File: src/rtl/tbuf_pkg.sv
// ============================================================================
// Module  : tbuf_pkg
// Brief   : Shared types and helpers for the tbuf long-line bus arbiter.
// Revision: 1.0
// ============================================================================
`default_nettype none

package tbuf_pkg;

    typedef enum logic [1:0] {
        IDLE  = 2'd0,
        DRIVE = 2'd1,
        TURN  = 2'd2
    } tbuf_arb_state_t;

    // Modular add for index arithmetic; both operands are already < n.
    function automatic int unsigned wrap_add(input int unsigned a,
                                             input int unsigned b,
                                             input int unsigned n);
        int unsigned s;
        s = a + b;
        return (s >= n) ? (s - n) : s;
    endfunction

endpackage

`default_nettype wire

File: src/rtl/rr_picker.sv
// ============================================================================
// Module  : rr_picker
// Brief   : Combinational round-robin search: first set request at or above
//           ptr, wrapping at N.
// Revision: 1.0
// ============================================================================
`default_nettype none

module rr_picker
    import tbuf_pkg::*;
#(
    parameter int N = 4
) (
    input  logic [N-1:0]         req,
    input  logic [$clog2(N)-1:0] ptr,
    output logic                 found,
    output logic [$clog2(N)-1:0] idx
);

    localparam int c_id_w = $clog2(N);

    logic [2*N-1:0]    w_req2;
    logic [N-1:0]      w_rot;
    logic [c_id_w-1:0] w_off;
    logic              w_any;

    // Rotating the doubled vector puts the request at ptr into bit 0.
    assign w_req2 = {req, req};
    assign w_rot  = N'(w_req2 >> ptr);

    always_comb begin
        w_any = 1'b0;
        w_off = '0;
        for (int k = N - 1; k >= 0; k--) begin
            if (w_rot[k]) begin
                w_any = 1'b1;
                w_off = c_id_w'(k);
            end
        end
    end

    assign found = w_any;
    assign idx   = c_id_w'(wrap_add(32'(ptr), 32'(w_off), N));

endmodule

`default_nettype wire

File: src/rtl/tbuf_bus_arbiter.sv
// ============================================================================
// Module  : tbuf_bus_arbiter
// Brief   : Round-robin output-enable generator for N tbuf drivers on one
//           long line, with hold cap and enforced turnaround gap.
// Revision: 1.0
// ============================================================================
`default_nettype none

module tbuf_bus_arbiter
    import tbuf_pkg::*;
#(
    parameter int N           = 4,
    parameter int MAX_HOLD    = 8,
    parameter int TURN_CYCLES = 1
) (
    input  logic                 clk,
    input  logic                 nrst,
    input  logic                 bus_en,
    input  logic [N-1:0]         req,
    output logic [N-1:0]         oe,
    output logic                 grant_valid,
    output logic [$clog2(N)-1:0] grant_id,
    output logic                 bus_busy
);

    localparam int c_id_w   = $clog2(N);
    localparam int c_hold_w = $clog2(MAX_HOLD + 1);
    localparam int c_turn_w = $clog2(TURN_CYCLES + 1);

    localparam logic [c_hold_w-1:0] c_hold_max = c_hold_w'(MAX_HOLD);
    localparam logic [c_turn_w-1:0] c_turn_max = c_turn_w'(TURN_CYCLES);
    localparam logic [N-1:0]        c_oe_one   = {{(N-1){1'b0}}, 1'b1};

    tbuf_arb_state_t     r_state;
    logic [c_id_w-1:0]   r_rr_ptr;
    logic [c_hold_w-1:0] r_hold_cnt;
    logic [c_turn_w-1:0] r_turn_cnt;
    logic [N-1:0]        r_oe;
    logic                r_grant_valid;
    logic [c_id_w-1:0]   r_grant_id;
    logic                r_bus_busy;

    logic                w_found;
    logic [c_id_w-1:0]   w_idx;
    logic                w_release;
    logic [c_id_w-1:0]   w_next_ptr;

    rr_picker #(
        .N     (N)
    ) u_rr_picker (
        .req   (req),
        .ptr   (r_rr_ptr),
        .found (w_found),
        .idx   (w_idx)
    );

    assign w_release  = !req[r_grant_id] || (r_hold_cnt == c_hold_max) || !bus_en;
    assign w_next_ptr = c_id_w'(wrap_add(32'(r_grant_id), 32'd1, N));

    always_ff @(posedge clk) begin
        if (!nrst) begin
            // The line is treated as undriven at reset, so no turnaround.
            r_state       <= IDLE;
            r_rr_ptr      <= '0;
            r_hold_cnt    <= '0;
            r_turn_cnt    <= '0;
            r_oe          <= '0;
            r_grant_valid <= 1'b0;
            r_grant_id    <= '0;
            r_bus_busy    <= 1'b0;
        end else begin
            case (r_state)
                IDLE: begin
                    if (bus_en && w_found) begin
                        r_state       <= DRIVE;
                        r_hold_cnt    <= c_hold_w'(1);
                        r_oe          <= c_oe_one << w_idx;
                        r_grant_valid <= 1'b1;
                        r_grant_id    <= w_idx;
                        r_bus_busy    <= 1'b1;
                    end
                end

                DRIVE: begin
                    if (w_release) begin
                        r_state       <= TURN;
                        r_rr_ptr      <= w_next_ptr;
                        r_turn_cnt    <= c_turn_w'(1);
                        r_oe          <= '0;
                        r_grant_valid <= 1'b0;
                        r_grant_id    <= '0;
                    end else if (r_hold_cnt != c_hold_max) begin
                        r_hold_cnt <= r_hold_cnt + c_hold_w'(1);
                    end
                end

                TURN: begin
                    if (r_turn_cnt == c_turn_max) begin
                        // Last gap cycle: requests raised during TURN compete here.
                        if (bus_en && w_found) begin
                            r_state       <= DRIVE;
                            r_hold_cnt    <= c_hold_w'(1);
                            r_oe          <= c_oe_one << w_idx;
                            r_grant_valid <= 1'b1;
                            r_grant_id    <= w_idx;
                        end else begin
                            r_state    <= IDLE;
                            r_bus_busy <= 1'b0;
                        end
                    end else begin
                        r_turn_cnt <= r_turn_cnt + c_turn_w'(1);
                    end
                end

                default: begin
                    r_state       <= IDLE;
                    r_oe          <= '0;
                    r_grant_valid <= 1'b0;
                    r_grant_id    <= '0;
                    r_bus_busy    <= 1'b0;
                end
            endcase
        end
    end

    assign oe          = r_oe;
    assign grant_valid = r_grant_valid;
    assign grant_id    = r_grant_id;
    assign bus_busy    = r_bus_busy;

endmodule

`default_nettype wire
File: config.mk
export PLATFORM = sky130hd
export DESIGN_NAME = tbuf_bus_arbiter
export DESIGN_NICKNAME = d
export VERILOG_FILES = /design/src/rtl/tbuf_pkg.sv /design/src/rtl/rr_picker.sv /design/src/rtl/tbuf_bus_arbiter.sv
export SDC_FILE = /design/constraint.sdc
export NUM_CORES = 1
export LEC_CHECK = 0
export ABC_AREA = 1
export CAP_MARGIN = 10
export CORE_MARGIN = 3
export CORE_UTILIZATION = 52
export DETAILED_ROUTE_END_ITERATION = 10
export GPL_ROUTABILITY_DRIVEN = 1
export GPL_TIMING_DRIVEN = 0
export PLACE_DENSITY = 0.77
export SYNTH_ARGS = -nofsm -noshare
export SYNTH_HDL_FRONTEND = slang
export SYNTH_SLANG_ARGS = --single-unit
File: constraint.sdc
create_clock -name clk -period 2.1 [get_ports clk]
set_input_delay 0.21 -clock clk [delete_from_list [all_inputs] [get_ports clk]]
set_output_delay 0.21 -clock clk [all_outputs]
set_load 0.02 [all_outputs]
======== Yosys cells after proc, flatten, opt, wreduce, memory -nomap -nowiden ========
Index checks and enable logic that the tools add are counted.
storage, ports and cells
  input bits .............................. 7
  register bits after elaboration ......... 17
  memory bits (read-only) ................. 0
  memories kept ........................... 0
  latch bits .............................. 0
  bits in writable memories ............... 0
  output and inout port bits .............. 8
  word-level logic and storage cells ...... 85
cells by class
  equality and inequality tests ........... 10
  shift-type cells ........................ 2
  reductions and logical operators ........ 14
  bitwise logic cells ..................... 1
  magnitude comparators ................... 3
  $add $sub $neg .......................... 6
  multipliers ............................. 0
  mux-type cells .......................... 41
  divide/modulo/power cells ............... 0
operators by type and width
  cell                                                                          number
  4-bit two-way mux                                                             7
  2-bit two-way mux                                                             12
  4-bit case mux with 3 select lines                                            2
  1-bit two-way mux                                                             14
  2-bit inequality test, second input constant                                  6
  2-bit case mux with 3 select lines                                            2
  4-bit AND reduction                                                           2
  8-bit by 2-bit right shift with 4-bit output                                  1
  3-bit greater-or-equal comparator, second input constant                      2
  1-bit case mux with 3 select lines                                            2
  2-bit AND reduction                                                           3
  4-bit by 1-bit adder with 4-bit output, second input constant                 1
  4-bit equality test, second input constant                                    1
  4-bit inequality test, second input constant                                  1
  1-bit by 2-bit left shift with 4-bit output, first input constant             1
  2-bit by 1-bit subtractor with 2-bit output, second input constant            2
  2-bit by 1-bit adder with 3-bit output, second input constant                 1
  2-bit by 2-bit adder with 3-bit output                                        1
  2-bit by 3-bit less-than comparator with 1-bit output, second input constant  1
  3-bit AND reduction                                                           1
  3-bit nonzero test                                                            1
  1-bit binary-select mux with 2-bit select                                     1
  2-bit by 1-bit equality test with 1-bit output, second input constant         1
  2-bit equality test, second input constant                                    1
  other kinds (8)                                                               10

======== Depth between registers and ports, before layout ========
  depth after elaboration ................. 12
  gate-level depth with buffers ........... 13
  depth with buffers taken out ............ 13

======== Cells and area by module ========
A second synthesis with hierarchy kept.
unflattened totals
  cells, all modules ...................... 161
  area total of the unflattened synthesis .. 1,061.0 um^2
by module, submodules not included
  module            area an instance (um^2)  cells an instance  times used  sequential area each (um^2)
  tbuf_bus_arbiter  895.9                    126                1           340.3
  rr_picker         165.2                    35                 1           0.0

======== Worst setup path before layout ========
OpenSTA, ideal clock, no wires.
  path type ............................... flip-flop to flip-flop
  start ................................... register r_rr_ptr[0]
  end ..................................... register r_oe[0] (netlist: oe[0])
  required time ........................... 2,030 ps
  period minus slack after synthesis ...... 1,734 ps
  library setup time ...................... 70 ps
  slack ................................... 366 ps
  path buffers ............................ 0
  stages on the path, launching flop included .. 14
  data arrival time ....................... 1,663 ps
  cell sequence ........................... dfxtp_1 -> inv_2 -> nand2_1 -> nand3_1 -> nand2_1 -> nand3_1 -> a21boi_0 -> ha_1 -> xor2_1 -> nand3b_1 -> nand2_1 -> inv_1 -> nand3_1 -> a21oi_1
on the way
  longest elaborated chain between the ends .. 12
  elaborated cells on any way between the ends .. 18
  classes of those cells .................. 2 x add/sub; 1 x order compare; 2 x shift; 12 x mux; 1 x reduce/logical
ends and longest elaborated chain
  item                                                                                                     RTL line                                         RTL
  start: declaration                                                                                       tbuf_bus_arbiter.sv:35                           logic [c_id_w-1:0] r_rr_ptr;
  start signal: assignment                                                                                 tbuf_bus_arbiter.sv:87                           r_rr_ptr <= w_next_ptr;
  8-bit by 2-bit right shift with 4-bit output                                                             rr_picker.sv:29                                  assign w_rot = N'(w_req2 >> ptr);
  2-bit two-way mux (4 in a row)                                                                           rr_picker.sv:35                                  if (w_rot[k]) begin
  2-bit by 2-bit adder with 3-bit output                                                                   tbuf_pkg.sv:21                                   s = a + b;
  3-bit greater-or-equal comparator / 2-bit by 1-bit subtractor with 2-bit output (equally long branches)  tbuf_pkg.sv:22                                   return (s >= n) ? (s - n) : s;
  2-bit two-way mux                                                                                        tbuf_pkg.sv:22
  1-bit by 2-bit left shift with 4-bit output                                                              tbuf_bus_arbiter.sv:77, tbuf_bus_arbiter.sv:103
  4-bit two-way mux (*)                                                                                    tbuf_bus_arbiter.sv:74, tbuf_bus_arbiter.sv:100
  4-bit two-way mux                                                                                        tbuf_bus_arbiter.sv:98                           if (r_turn_cnt == c_turn_max) begin
  4-bit case mux with 3 select lines (*)                                                                   tbuf_bus_arbiter.sv:72                           case (r_state)
  end signal: assignment                                                                                   tbuf_bus_arbiter.sv:77                           r_oe <= c_oe_one << w_idx;
  end signal: assignment                                                                                   tbuf_bus_arbiter.sv:103                          r_oe <= c_oe_one << w_idx;
  end: declaration                                                                                         tbuf_bus_arbiter.sv:38                           logic [N-1:0] r_oe;
Every way passes the cells marked *; elsewhere a longest branch is shown, timed or not. The select of a mux whose other input is x is not followed.
A chain may end at the register's enable or synchronous reset.

======== Worst setup path in the final report ========
  start ................................... register r_rr_ptr[1]
  end ..................................... register r_oe[0] (netlist: oe[0])
The elaborated chain is that of the path after synthesis.

==> run_results.csv <==
group,metric,value,unit
setup_path,critPathLaunchType,"register",
clock_tree,cts_tree,"yes",
timing,rsz0062_at_grt,"false",
detailed_routing,ant_nets,0,
placed_design,io_buffer_count,14,
detailed_routing,finalWirelength,2.42,mm
finish,fill_cells,172,
finish,layout-drive-gt1-share,0.182,
setup_path,cp.arrival,2.16,ns
yosys,syn_avg_cell_area,6.80,um2
clock_tree,root_buffer,"clkbuf_4",
timing,tns,0,ns
finish,final_area,1250,um2
pwr,power_density,804,nW/um2
timing,slew-limit-headroom,0.684,
setup_path,setup.worst_path.end_class,"register",
timing,min_period_over_period,0.917,
yosys,synth-warning-count,0,
detailed_routing,vias,1025,
clock_tree,clockBufferDepth,2,
detailed_routing,wl_met1,1.12,mm
timing,worstMarginPinSlew,0.475,ns
floorplanning,ios,15,
placed_design,dp.cells,191,
timing,hold_viol,0,
placed_design,gp_congestion,0.898,
floorplanning,die_h,50.6,um
floorplanning,dieArea,2560,um2
yosys,syn_inst,152,
finish,n_antenna_cell,0,
setup_path,ff2ff_path_depth,11,
detailed_routing,top_layer,"met4",
setup_path,r2r_start,"r_rr_ptr[1]$_SDFFE_PN0P_",
setup_path,crit_type,"reg -> reg",
yosys,synth_top_area_share,0.329,
detailed_routing,wl_per_cell,12.4,um
yosys,synth_area,1030,um2
yosys,yosysSeqAreaShare,0.329,
setup_path,ff2ff_setup_slack,0.17,ns
global_routing,grt_antenna_before_repair,0,
detailed_routing,avgViaCountPerCell,5.26,
detailed_routing,wl_met3,103,um
clock_tree,clk-insertion-delay-late,0.29,ns
yosys,synth_largest_area_cell,"dfxtp_1",
setup_path,worstSetupStartpoint,"r_rr_ptr[1]$_SDFFE_PN0P_",
worst_hold_path,hp-class,"reg -> reg",
timing,fmax,519,MHz
finish,fin_nets,181,
timing,finalSetupViolCount,0,
floorplanning,std_cell_rows,15,
timing,period_needed,1.93,ns
yosys,synthTopCellsByCount,"nand2_1, nand3_1, dfxtp_1",
yosys,yosysMostFrequentCell,"nand2_1",
clock_tree,cts_sinks,17,
detailed_routing,drtIter0Drc,28,
finish,register_area,344,um2
setup_path,required,2.33,ns
clock_tree,cts_made_buffers,3,
floorplanning,start_util,0.574,
finish,syn2layout_area_growth,21.3,%
clock_tree,cts.clk_slew.worst_paths,0.10,ns
setup_path,crit_fanout,6,
yosys,synth_cell_types,23,
placed_design,dp_hpwl,1.82,mm
setup_path,setup.worst_path.end,"oe[0]$_SDFFE_PN0P_",
yosys,syn-num-nets,162,
yosys,synth_edf_count,0,
yosys,yosys-top-cells-area,"dfxtp_1, nand3_1, nand2_1",
timing,clock_skew,0.00179,ns
floorplanning,die_x,50.6,um
timing,drv_slew,0,
detailed_routing,dr.pass1.iters,4,
yosys,ys_seq_elements,17,
global_routing,grt_use_total,0.209,
detailed_routing,dr_wl_met2,1.18,mm
yosys,async_reset_ff_frac,0,
status,status,"complete, no violations",
global_routing,grt_overflow,0,
global_routing,grt_pass1_wl,4.11,mm
placed_design,place_area,1200,um2
global_routing,grt_pass1_vias,1000,
pwr,fin_total_pwr,1.01,mW
global_routing,grt_max_degree,12,
pwr,p_leak,0.533,nW
detailed_routing,drc,0,
run,drv_cap,0,
finish,final_cells,195,
finish,multiInputGateArea,637,um2
yosys,synthFlopType,"dfxtp_1",
setup_path,reg2reg_to,"oe[0]$_SDFFE_PN0P_",
clock_tree,h-tree-depth,1,
pwr,vdd_ir_drop_max,0.630,mV
floorplanning,coreArea,1800,um2
==> metal layers <==
layer | GRT usage | vias up
met5 | 0 | -
met2 | 0.361 | 22
li1 | - | 537
met3 | 0.0623 | 2
met4 | 0.0628 | 0
met1 | 0.247 | 464
==> where the power goes <==
| group | total, mW | internal, mW | switching (mW) |
|---|---|---|---|
| clock network | 0.182 | 0.0725 | 0.110 |
| registers | 0.411 | 0.368 | 0.0428 |
| logic | 0.415 | 0.157 | 0.258 |
| total | 1.01 | 0.598 | 0.410 |
==> worst min path at each step <==
stage,slack [ns],endpoint,cells after the start,from
4_1_cts,0.46,bus_busy$_SDFFE_PN0P_,2,bus_busy$_SDFFE_PN0P_
3_5_place_dp,0.44,bus_busy$_SDFFE_PN0P_,2,bus_busy$_SDFFE_PN0P_
2_1_floorplan,0.33,r_hold_cnt[3]$_SDFFE_PN0P_,2,nrst
5_1_grt,0.50,bus_busy$_SDFFE_PN0P_,2,bus_busy$_SDFFE_PN0P_
3_3_place_gp,0.43,bus_busy$_SDFFE_PN0P_,2,bus_busy$_SDFFE_PN0P_
6_report,0.45,bus_busy$_SDFFE_PN0P_,2,bus_busy$_SDFFE_PN0P_
==> cells by family after synthesis <==
logic type	synth area share
AO/OA/AOI/OAI	0.107
buffers and inverters	0.0690
AND/OR/NAND/NOR	0.442
flip-flops	0.329
XOR/XNOR	0.0170
adder cells (fa/ha/maj)	0.0363
==> layout by cell type (no fill, tap or decap), types with 2 or more instances in the layout <==
master / Yosys / layout
inv_2: 7 / 7
dfxtp_1: 17 / 16
nand2_1: 35 / 33
nor2_1: 10 / 10
ha_1: 3 / 2
clkdlybuf4s50_1: 0 / 14
clkbuf_4: 0 / 3
a21oi_1: 15 / 15
nor2_2: 4 / 4
inv_1: 11 / 11
nand3_1: 29 / 29
nand2_2: 6 / 8
o21ai_0: 2 / 2
==> flip-flops by register name, summed over array words and instances, names as in the netlist <==
signal and flops:
oe 4, r_hold_cnt 4, grant_id 2, r_rr_ptr 2, r_state 2, bus_busy 1, grant_valid 1, r_turn_cnt 1
==> cell type report <==
type	instances	area share
Inverter	18	0.0539
Sequential cell	17	0.274
Tap cell	25	0.0250
Multi-Input combinational cell	116	0.508
Clock inverter	1	0.00599
Timing Repair Buffer	14	0.112
Buffer	1	0.00299
Clock buffer	3	0.0180
==> critical path, cell delays in order, from the launching register on <==
cell and delay, ns:
dfxtp_1 0.49, inv_2 0.11, nand3_1 0.13, nand3_1 0.08, a21boi_0 0.17, ha_2 0.22, xor2_2 0.14, nand3b_1 0.14
nand2_2 0.09, inv_1 0.08, nand3_1 0.09, a21oi_1 0.12
==> stage by stage <==
| step | hold slack [ns] | setup slack, ns | util |
|---|---|---|---|
| after floorplan | 0.330 | 0.366 | - |
| after global placement | 0.433 | -0.0795 | 0.669 |
| after detailed placement | 0.443 | -0.107 | 0.669 |
| after CTS | 0.461 | 0.0708 | 0.685 |
| after global routing | 0.502 | 0.00134 | 0.696 |
| final | 0.454 | 0.173 | 0.696 |
==> what timing repair did <==
action | CTS | global route
hold buffers | 0 | 0
setup endpoints to repair | 0 | 5
buffers inserted | 0 | 0
resized for setup | 0 | 6
(Power assumes the default switching activity.)
